$ cat src/rtl/cp0_ctrl.sv
// CP0 control: BadVAddr/Count/Compare/Status/Cause/EPC, exception priority and a 2-state commit FSM.
// Optional timer (Count/Compare/TI) is built only when CP0_TIMER_EN is defined.
module cp0_ctrl (
  input  logic        clk,
  input  logic        reset,
  input  logic        WB_valid,
  input  logic        mtc0,
  input  logic        eret,
  input  logic        syscall,
  input  logic        Break,
  input  logic        trap,
  input  logic        ri,
  input  logic        ov_exc,
  input  logic        is_ds,
  input  logic        inst_store,
  input  logic [1:0]  addr_exc,
  input  logic [7:0]  cp0r_addr,
  input  logic [31:0] wdata,
  input  logic [31:0] badvaddr,
  input  logic [31:0] pc,
  input  logic [5:0]  hw_int,
  output logic [67:0] CP0_WB_bus
);
  typedef enum logic {IDLE, COMMIT} state_t;
  state_t state;

  logic [7:0]  im;
  logic        exl, ie, bd;
  logic [7:0]  ip;
  logic [4:0]  exc_code;
  logic [31:0] epc, bad_vaddr;
  logic        exc_happened, int_happened, exc_valid;
  logic [31:0] status_r, cause_r, count_r, compare_r, rdata;
  logic        int_pending, exc_any, sel_adr, go, wr_sel, ti_bit;
  logic [4:0]  sel_code;

  assign status_r = {9'd0, 1'b1, 6'd0, im, 6'd0, exl, ie};
  assign cause_r  = {bd, 15'd0, ip, 1'b0, exc_code, 2'b00};
  assign int_pending = ie & ~exl & (|(ip & im));

  always_comb begin
    exc_any  = 1'b1;
    sel_adr  = 1'b0;
    sel_code = 5'd0;
    if (int_pending)      sel_code = 5'd0;
    else if (addr_exc[1]) begin sel_code = 5'd4; sel_adr = 1'b1; end
    else if (ri)          sel_code = 5'd10;
    else if (ov_exc)      sel_code = 5'd12;
    else if (syscall)     sel_code = 5'd8;
    else if (Break)       sel_code = 5'd9;
    else if (trap)        sel_code = 5'd13;
    else if (addr_exc[0]) begin sel_code = inst_store ? 5'd5 : 5'd4; sel_adr = 1'b1; end
    else                  exc_any = 1'b0;
  end

  assign go     = (state == IDLE) & WB_valid & (mtc0 | eret | exc_any);
  // A coinciding exception suppresses the mtc0 write.
  assign wr_sel = go & ~exc_any & mtc0 & (cp0r_addr[2:0] == 3'd0);

`ifdef CP0_TIMER_EN
  logic [31:0] count, compare;
  logic        tog, ti;
  logic        wr_count, wr_compare;

  assign wr_count   = wr_sel & (cp0r_addr[7:3] == 5'd9);
  assign wr_compare = wr_sel & (cp0r_addr[7:3] == 5'd11);

  always_ff @(posedge clk) begin
    if (reset) begin
      count   <= 32'd0;
      compare <= 32'd0;
      tog     <= 1'b0;
      ti      <= 1'b0;
    end else begin
      tog <= ~tog;
      if (wr_count)  count <= wdata;
      else if (tog)  count <= count + 32'd1;
      if (wr_compare) compare <= wdata;
      if (wr_compare)              ti <= 1'b0;
      else if (count == compare)   ti <= 1'b1;
    end
  end

  assign count_r   = count;
  assign compare_r = compare;
  assign ti_bit    = ti;
`else
  assign count_r   = 32'd0;
  assign compare_r = 32'd0;
  assign ti_bit    = 1'b0;
`endif

  always_comb begin
    rdata = 32'd0;
    if (cp0r_addr[2:0] == 3'd0) begin
      case (cp0r_addr[7:3])
        5'd8:    rdata = bad_vaddr;
        5'd9:    rdata = count_r;
        5'd11:   rdata = compare_r;
        5'd12:   rdata = status_r;
        5'd13:   rdata = cause_r;
        5'd14:   rdata = epc;
        default: rdata = 32'd0;
      endcase
    end
    if (reset) rdata = (cp0r_addr == 8'h60) ? 32'h0040_0000 : 32'd0;
  end

  assign CP0_WB_bus = {exc_happened & ~reset, int_happened & ~reset, exc_valid & ~reset,
                       rdata, reset ? 32'd0 : epc, reset | ~go};

  always_ff @(posedge clk) begin
    if (reset) begin
      state        <= IDLE;
      im           <= 8'd0;
      exl          <= 1'b0;
      ie           <= 1'b0;
      bd           <= 1'b0;
      ip           <= 8'd0;
      exc_code     <= 5'd0;
      epc          <= 32'd0;
      bad_vaddr    <= 32'd0;
      exc_happened <= 1'b0;
      int_happened <= 1'b0;
      exc_valid    <= 1'b0;
    end else begin
      ip[7:2] <= {hw_int[5] | ti_bit, hw_int[4:0]};
      case (state)
        IDLE: if (go) begin
          state        <= COMMIT;
          exc_happened <= exc_any & ~int_pending;
          int_happened <= int_pending;
          exc_valid    <= exc_any | eret;
          if (exc_any) begin
            epc      <= is_ds ? pc - 32'd4 : pc;
            bd       <= is_ds;
            exc_code <= sel_code;
            exl      <= 1'b1;
            if (sel_adr) bad_vaddr <= badvaddr;
          end else begin
            if (eret) exl <= 1'b0;
            if (wr_sel) begin
              case (cp0r_addr[7:3])
                5'd12: begin im <= wdata[15:8]; exl <= wdata[1]; ie <= wdata[0]; end
                5'd13: ip[1:0] <= wdata[9:8];
                5'd14: epc <= wdata;
                default: ;
              endcase
            end
          end
        end
        COMMIT: begin
          state        <= IDLE;
          exc_happened <= 1'b0;
          int_happened <= 1'b0;
          exc_valid    <= 1'b0;
        end
        default: state <= IDLE;
      endcase
    end
  end
endmodule

$ cat config.mk
export PLATFORM = sky130hd
export DESIGN_NAME = cp0_ctrl
export DESIGN_NICKNAME = d
export VERILOG_FILES = /design/src/rtl/cp0_ctrl.sv
export SDC_FILE = /design/constraint.sdc
export NUM_CORES = 1
export LEC_CHECK = 0
export CAP_MARGIN = 0
export CORE_UTILIZATION = 35
export DETAILED_ROUTE_END_ITERATION = 8
export PLACE_DENSITY = 0.66
export SLEW_MARGIN = 25
export SYNTH_ARGS = -nofsm -noshare
export SYNTH_HDL_FRONTEND = slang
export SYNTH_SLANG_ARGS = --single-unit
$ cat constraint.sdc
create_clock -name clk -period 3.4 [get_ports clk]
set_input_delay 0.68 -clock clk [delete_from_list [all_inputs] [get_ports clk]]
set_output_delay 0.68 -clock clk [all_outputs]
set_load 0.05 [all_outputs]
==> impl_metrics.yaml, run 1 <==
yosys:
  yosys.area_share.xor_xnor: 0.0346
  synth_cells: 641
  synth_compound_area_frac: 0.233
  synth_edf_count: 0
  avgSynthCellArea_um2: 7.89
  ys.warnings.count: 0
  synth_top_family_by_area: "simple AND/OR/NAND/NOR gates"
  synthAdderAreaFrac: 0.00445
  syn_nets: 766
  synth-seq-cells: 91
  yosys.area_share.simple: 0.284
  syn_area_mm2: 0.00506
  synth_cell_types: 62
  async_reset_ff_frac: 0
  synth-seq-area-share: 0.360
  ys.flop_type: "dfxtp_1"
  synth_mux_area_frac: 0.0396
floorplan:
  rows: 43
  coreArea_mm2: 0.0140
  die_w_um: 122
  die_area_mm2: 0.0149
  num_io_pins: 192
  die_y_um: 122
  initial_core_util: 0.361
cts:
  clockBufferDepth: 2
  clk_pin_slew_worst_paths_ns: 0.07
  ctsHoldBuffers: 0
  clk_latency_ns: 0.35
  cts_setup_buffers: 0
  cts_root_buf: "clkbuf_16"
  cts_buffers: 9
  htreeDepth: 3
  cts_tree: "yes"
  clock_sinks: 91
layout:
  register_area_mm2: 0.00182
  layout-drive-gt1-share: 0.172
  fin_cells: 1022
  layout_commonest_cell: "clkdlybuf4s50_1"
  layout_common_cells: "153 x clkdlybuf4s50_1, 91 x dfxtp_1, 83 x nand2_1"
  stdcell_area_mm2: 0.00822
  area_growth_pct: 62.5
  final_nets: 962
  final_util: 0.587
  final.fill_count: 1298
  multiInputGateArea_mm2: 0.00317
  num_antenna_cells: 0
global_routing:
  grt_usage: 0.263
  antenna_found_initial: 0
  grt_overflow: 0
  grt_pass1_vias: 5456
  grt_max_degree: 57
  grt_pass1_wl_um: 29800
critical_path:
  crit_family: "simple AND/OR/NAND/NOR gates"
  slowest_delay_ns: 0.48
  crit_slowest_cell: "or4_4"
  critPathArrivalTime_ns: 2.67
  crit_path_end_kind: "output pin"
  critical_path_buf_inv_count: 3
  crit_path_cell_trace: "clkdlybuf4s50_1, or4_4, or2_4, or4_4, and2_4, inv_2, buf_12"
  crit_path_start_kind: "input port"
  critPathRequiredTime_ns: 2.72
  cp_max_fo: 3
  critPathMostFrequentCell: "or4_4"
  worstSetupPathType: "in -> out"
drt:
  vias: 5741
  first_iter_violations: 517
  route.detailed.drc: 0
  detail-route-antenna-nets: 0
  drt-vias-per-instance: 5.62
  drt_first_pass_iters: 5
  wl_per_cell_um: 19.4
  wirelength_um: 19900
placed_design:
  place_hpwl_um: 14400
  dp.cells: 1004
  dpl_cell_area_mm2: 0.00768
  port_buffers: 191
  gp_congestion: 0.892
pwr:
  total_power_mw: 2.83
  leakage_nw: 2.84
  ir_worst_vdd_mv: 0.251
  power_density_mw_per_mm2: 345
sta:
  setup_tns_ns: 0
  relSlewSlack: 0.586
  finalHoldViolCount: 0
  slew_viol_final: 0
  tightest_slew_ns: 0.622
  rsz0062_at_grt: "true"
  fmax_ghz: 0.298
  finalCriticalPeriod_ns: 3.35
  setup_viol: 0
  fin_crit_sh: 0.986
  clock_skew_ns: 0.00478
hold_path:
  hold_class: "reg -> reg"
run:
  cap_violations: 0
run_status:
  status: "finished, final reports clean"
==> registers in the layout (all words and copies together) (netlist names) <==
name / cells
ie: 1
bd: 1
exc_happened: 1
int_happened: 1
state: 1
im: 8
ip: 8
exl: 1
bad_vaddr: 32
exc_code: 4
epc: 32
exc_valid: 1
==> logic make-up after synthesis <==
family | after synthesis
DFF | 91
muxes | 20
buffers and inverters | 53
AOI/OAI and AO/OA | 174
adders and majority gates | 2
xor gates and xnor gates | 20
and+or+nand+nor | 281
==> worst paths after layout <==
check / start / to / slack, ns / depth (start not counted)
setup reg to reg: ip[6] / epc[1] / 1.04 / 6
hold reg to reg: bad_vaddr[13] / bad_vaddr[13] / 0.45 / 2
hold / removal: bad_vaddr[13] / bad_vaddr[13] / 0.45 / 2
setup / recovery: Break / CP0_WB_bus[0] / 0.05 / 7
==> per-layer routing <==
layer,GRT usage,share of wire
met4,0.0793,0.017
met1,0.343,0.43
met3,0.0665,0.088
met5,0,0
met2,0.426,0.46
==> final cells by class <==
cell class / instances / share of cell area
tap: 180 / 0.0274
inverter: 5 / 0.00228
clock buffer: 10 / 0.0291
multi-input combinational: 497 / 0.386
sequential: 91 / 0.222
timing repair buffer: 233 / 0.322
clock inverter: 6 / 0.0114
==> synthesized netlist by cell type, types with 6 or more instances <==
cell type	instances	area share
buf_2	10	0.0099
a22oi_1	36	0.053
o21ai_0	24	0.024
a2bb2oi_1	6	0.010
nor2_1	48	0.036
o31a_1	6	0.010
nand3_1	21	0.021
xnor2_1	16	0.028
nand4_1	6	0.0074
nor3_1	26	0.026
dfxtp_1	91	0.36
nand2_1	83	0.062
a21oi_1	59	0.058
a222oi_1	7	0.014
clkbuf_1	33	0.024
or3_1	11	0.014
nor2b_1	45	0.056
nor4_1	16	0.020
mux2i_1	20	0.040
==> worst min-delay path, stage by stage, from the launching register on <==
cell     delay (ns)
dfxtp_1        0.31
nand2_1        0.05
a21oi_1        0.05
==> report_power, final <==
group / switching (mW) / internal, mW / leakage (nW) / total [mW]
clock network: 0.452 / 0.672 / 0.160 / 1.12
logic: 0.279 / 0.267 / 1.93 / 0.547
registers: 0.0360 / 1.12 / 0.747 / 1.16
total: 0.767 / 2.06 / 2.84 / 2.83
==> metrics by stage <==
step                      worst slack [ns]  hold slack, ns
after floorplan                    -0.0388           0.431
after global placement             -0.0884           0.442
after detailed placement            -0.144           0.447
after CTS                           0.0155           0.456
after global routing               -0.0103           0.470
final                               0.0470           0.454
==> what timing repair did <==
action,in CTS,in global routing
resized for setup,43,5
cloned,1,1
setup endpoints to repair,32,25
pin swaps,1,1
(Power assumes the default switching activity.)
==> run 2: changes to the inputs <==
- ABC_AREA: unset -> 1
- PLACE_DENSITY: 0.66 -> unset
==> run 2 against run 1 <==
  * Cell area rose by 1.1%
  * Worst hold slack improved by 0.0060 ns
  * Clock-buffer cell count rose by 1
  * Clock skew rose by 0.0016 ns
  * Core utilization fell by 4.9 points
  * Critical path depth rose by 2
  * Combinational power rose by 28%
  * Non-clock buffer count fell by 27
  * Synthesized cell count rose by 46%
  * First-iteration DRC count fell by 11%
  * Maximum frequency rose by 2.1%
  * Highest routed layer unchanged
==> impl_metrics.yaml, run 2 <==
placed_design:
  dpl_cell_area_mm2: 0.00800
  gp_congestion: 0.936
  place_hpwl_um: 16100
  pre_cts_slack_ns: 0.140
  port_buffers: 191
sta:
  fin_crit_sh: 0.966
  clock_skew_ns: 0.00634
  setup_viol: 0
  relSlewSlack: 0.612
  fmax_ghz: 0.304
  finalHoldViolCount: 0
  slew_viol_final: 0
  setup_tns_ns: 0
  fin_ws_ns: 0.114
  rsz0062_at_grt: "true"
  tightest_slew_ns: 0.578
  finalCriticalPeriod_ns: 3.29
yosys:
  synth_cells: 938
  async_reset_ff_frac: 0
  ys.flop_type: "dfxtp_1"
  synthMostInstantiatedCell: "nand2_1"
  synth_top_cell_area_share: 0.324
  synth-seq-area-share: 0.324
  synth-seq-cells: 91
  synth_edf_count: 0
  synth_top_cell_by_area: "dfxtp_1"
  synth_commonest_cells: "242 x nand2_1, 175 x nor2_1, 119 x inv_1"
  avgSynthCellArea_um2: 6.00
  synth_area_leaders: "dfxtp_1 32%, nand2_1 16%, nor2_1 12%, inv_1 7.9%, a21oi_1 6.3%"
  ys.warnings.count: 0
  synth_cell_types: 39
  syn_area_mm2: 0.00563
  syn_nets: 1063
critical_path:
  cp_max_fo: 8
  crit_family: "buffers and inverters"
  worstReg2RegEnd: "epc[22]"
  crit_path_end_kind: "output pin"
  r2r_slack_ns: 1.44
  crit_slowest_cell: "clkdlybuf4s50_1"
  cp-startpoint: "cp0r_addr[6]"
  critPathMostFrequentCell: "nand3_1"
  critPathRequiredTime_ns: 2.72
  critPathArrivalTime_ns: 2.61
  crit-reg2reg-launch: "im[4]"
  reg2reg_depth: 11
  critical_path_buf_inv_count: 4
  crit_path_start_kind: "input port"
  slowest_delay_ns: 0.45
  worstSetupPathType: "in -> out"
  crit_path_cell_trace: "clkdlybuf4s50_1, inv_1, nor2_2, nand4_1, nand3_1, nand3_1, buf_4, a31oi_1, buf_12"
drt:
  route.detailed.drc: 0
  detail-route-antenna-nets: 0
  first_iter_violations: 461
  vias: 6476
  drt-vias-per-instance: 4.87
  drt_first_pass_iters: 7
  wirelength_um: 20600
  wl_per_cell_um: 15.5
floorplan:
  die_area_mm2: 0.0166
  coreArea_mm2: 0.0154
  die_w_um: 129
  num_io_pins: 192
  die_y_um: 129
  initial_core_util: 0.365
  rows: 45
global_routing:
  grt_pass1_wl_um: 32000
  grt_max_degree: 50
  grt_pass1_vias: 6062
  antenna_found_initial: 0
  grt_usage: 0.252
  grt_overflow: 0
run:
  cap_violations: 0
cts:
  clk_pin_slew_worst_paths_ns: 0.07
  ctsHoldBuffers: 0
  clk_latency_ns: 0.35
  cts_buffers: 9
  cts_tree: "yes"
  htreeDepth: 3
  cts_root_buf: "clkbuf_16"
  clock_sinks: 91
  clockBufferDepth: 2
  cts_setup_buffers: 0
hold_path:
  hold_path_depth: 2
  holdCritStartpoint: "bad_vaddr[22]"
  hold_class: "reg -> reg"
  holdPathEnd: "bad_vaddr[22]"
layout:
  layout_commonest_cell: "nand2_1"
  layout-drive-gt1-share: 0.0912
  layout_common_cells: "242 x nand2_1, 175 x nor2_1, 147 x clkdlybuf4s50_1"
  area_growth_pct: 47.7
  stdcell_area_mm2: 0.00831
  final.fill_count: 1599
  biggestRegsByFlops: "bad_vaddr x32, epc x32"
  final_nets: 1239
  num_antenna_cells: 0
pwr:
  power_density_mw_per_mm2: 353
  leakage_nw: 3.66
  ir_worst_vdd_mv: 0.289
run_status:
  status: "finished, final reports clean"
## run 2: changes by cell type in the layout (fill, tap and decap cells not counted), sizes merged, moves of 22 or more
cell / previous run / this run
nand2: 83 / 249
nor2: 49 / 183
inv: 8 / 124
nand3: 21 / 66
nor2b: 45 / 0
o21ai: 25 / 58
a22oi: 36 / 8
nor3: 26 / 4
## run 2: cell type report
cell class	instances	area [um^2]	share of cell area
Inverter	124	465	0.0560
Tap cell	211	264	0.0318
Timing Repair Buffer	206	2350	0.283
Clock buffer	11	243	0.0292
Clock inverter	5	61.3	0.00738
Multi-Input combinational cell	682	3100	0.373
Sequential cell	91	1820	0.219
## run 2: worst max path at each step
stage,end,slack (ns),cells past startpoint
after floorplan,CP0_WB_bus[57],0.36,8
after detailed placement,CP0_WB_bus[46],0.14,9
final,CP0_WB_bus[42],0.11,9
after CTS,CP0_WB_bus[46],0.13,9
after global placement,CP0_WB_bus[46],0.18,9
after global routing,CP0_WB_bus[41],-0.08,10
## run 2: what timing repair did
action | 4_1_cts | 5_1_grt
hold endpoints to repair | 0 | 0
resized for setup | 0 | 1
endpoints found under the setup margin | 0 | 3
## run 2: logic make-up after synthesis
group | synth area share
simple gates | 0.380
flops | 0.324
fa+ha+maj | 0.00222
buf+inv | 0.126
xor+xnor | 0.00934
compound gates | 0.159
## run 2: per-layer routing
layer / share of wire / track usage
met1: 0.46 / 0.336
met2: 0.45 / 0.404
met3: 0.061 / 0.0437
met5: 0 / 0
met4: 0.030 / 0.0997
## run 2: worst reg2reg max path, delay by kind of cell (launching register included)
family	cells	cell delay [ns]
AND/OR/NAND/NOR	9	0.80
flip-flops	1	0.37
buffers and inverters	1	0.37
AO/OA/AOI/OAI	1	0.35
## run 2: through the flow
| step | utilization | cells | hold slack (ns) | total power [mW] |
|---|---|---|---|---|
| 6_report | 0.539 | 1330 | 0.460 | 2.93 |
| 5_1_grt | 0.539 | 1330 | 0.472 | 3.06 |
| 4_1_cts | 0.538 | 1330 | 0.463 | 2.95 |
| 3_5_place_dp | 0.518 | 1314 | 0.453 | 1.92 |
| 3_3_place_gp | 0.518 | 1314 | 0.448 | 1.92 |
| 2_1_floorplan | - | 938 | 0.425 | 1.60 |
## run 2: power breakdown
| part | switching, mW | total [mW] | internal (mW) | leakage [nW] |
|---|---|---|---|---|
| registers | 0.0458 | 1.20 | 1.15 | 0.750 |
| clock network | 0.440 | 1.03 | 0.593 | 0.138 |
| logic | 0.420 | 0.702 | 0.282 | 2.77 |
| total | 0.906 | 2.93 | 2.03 | 3.66 |
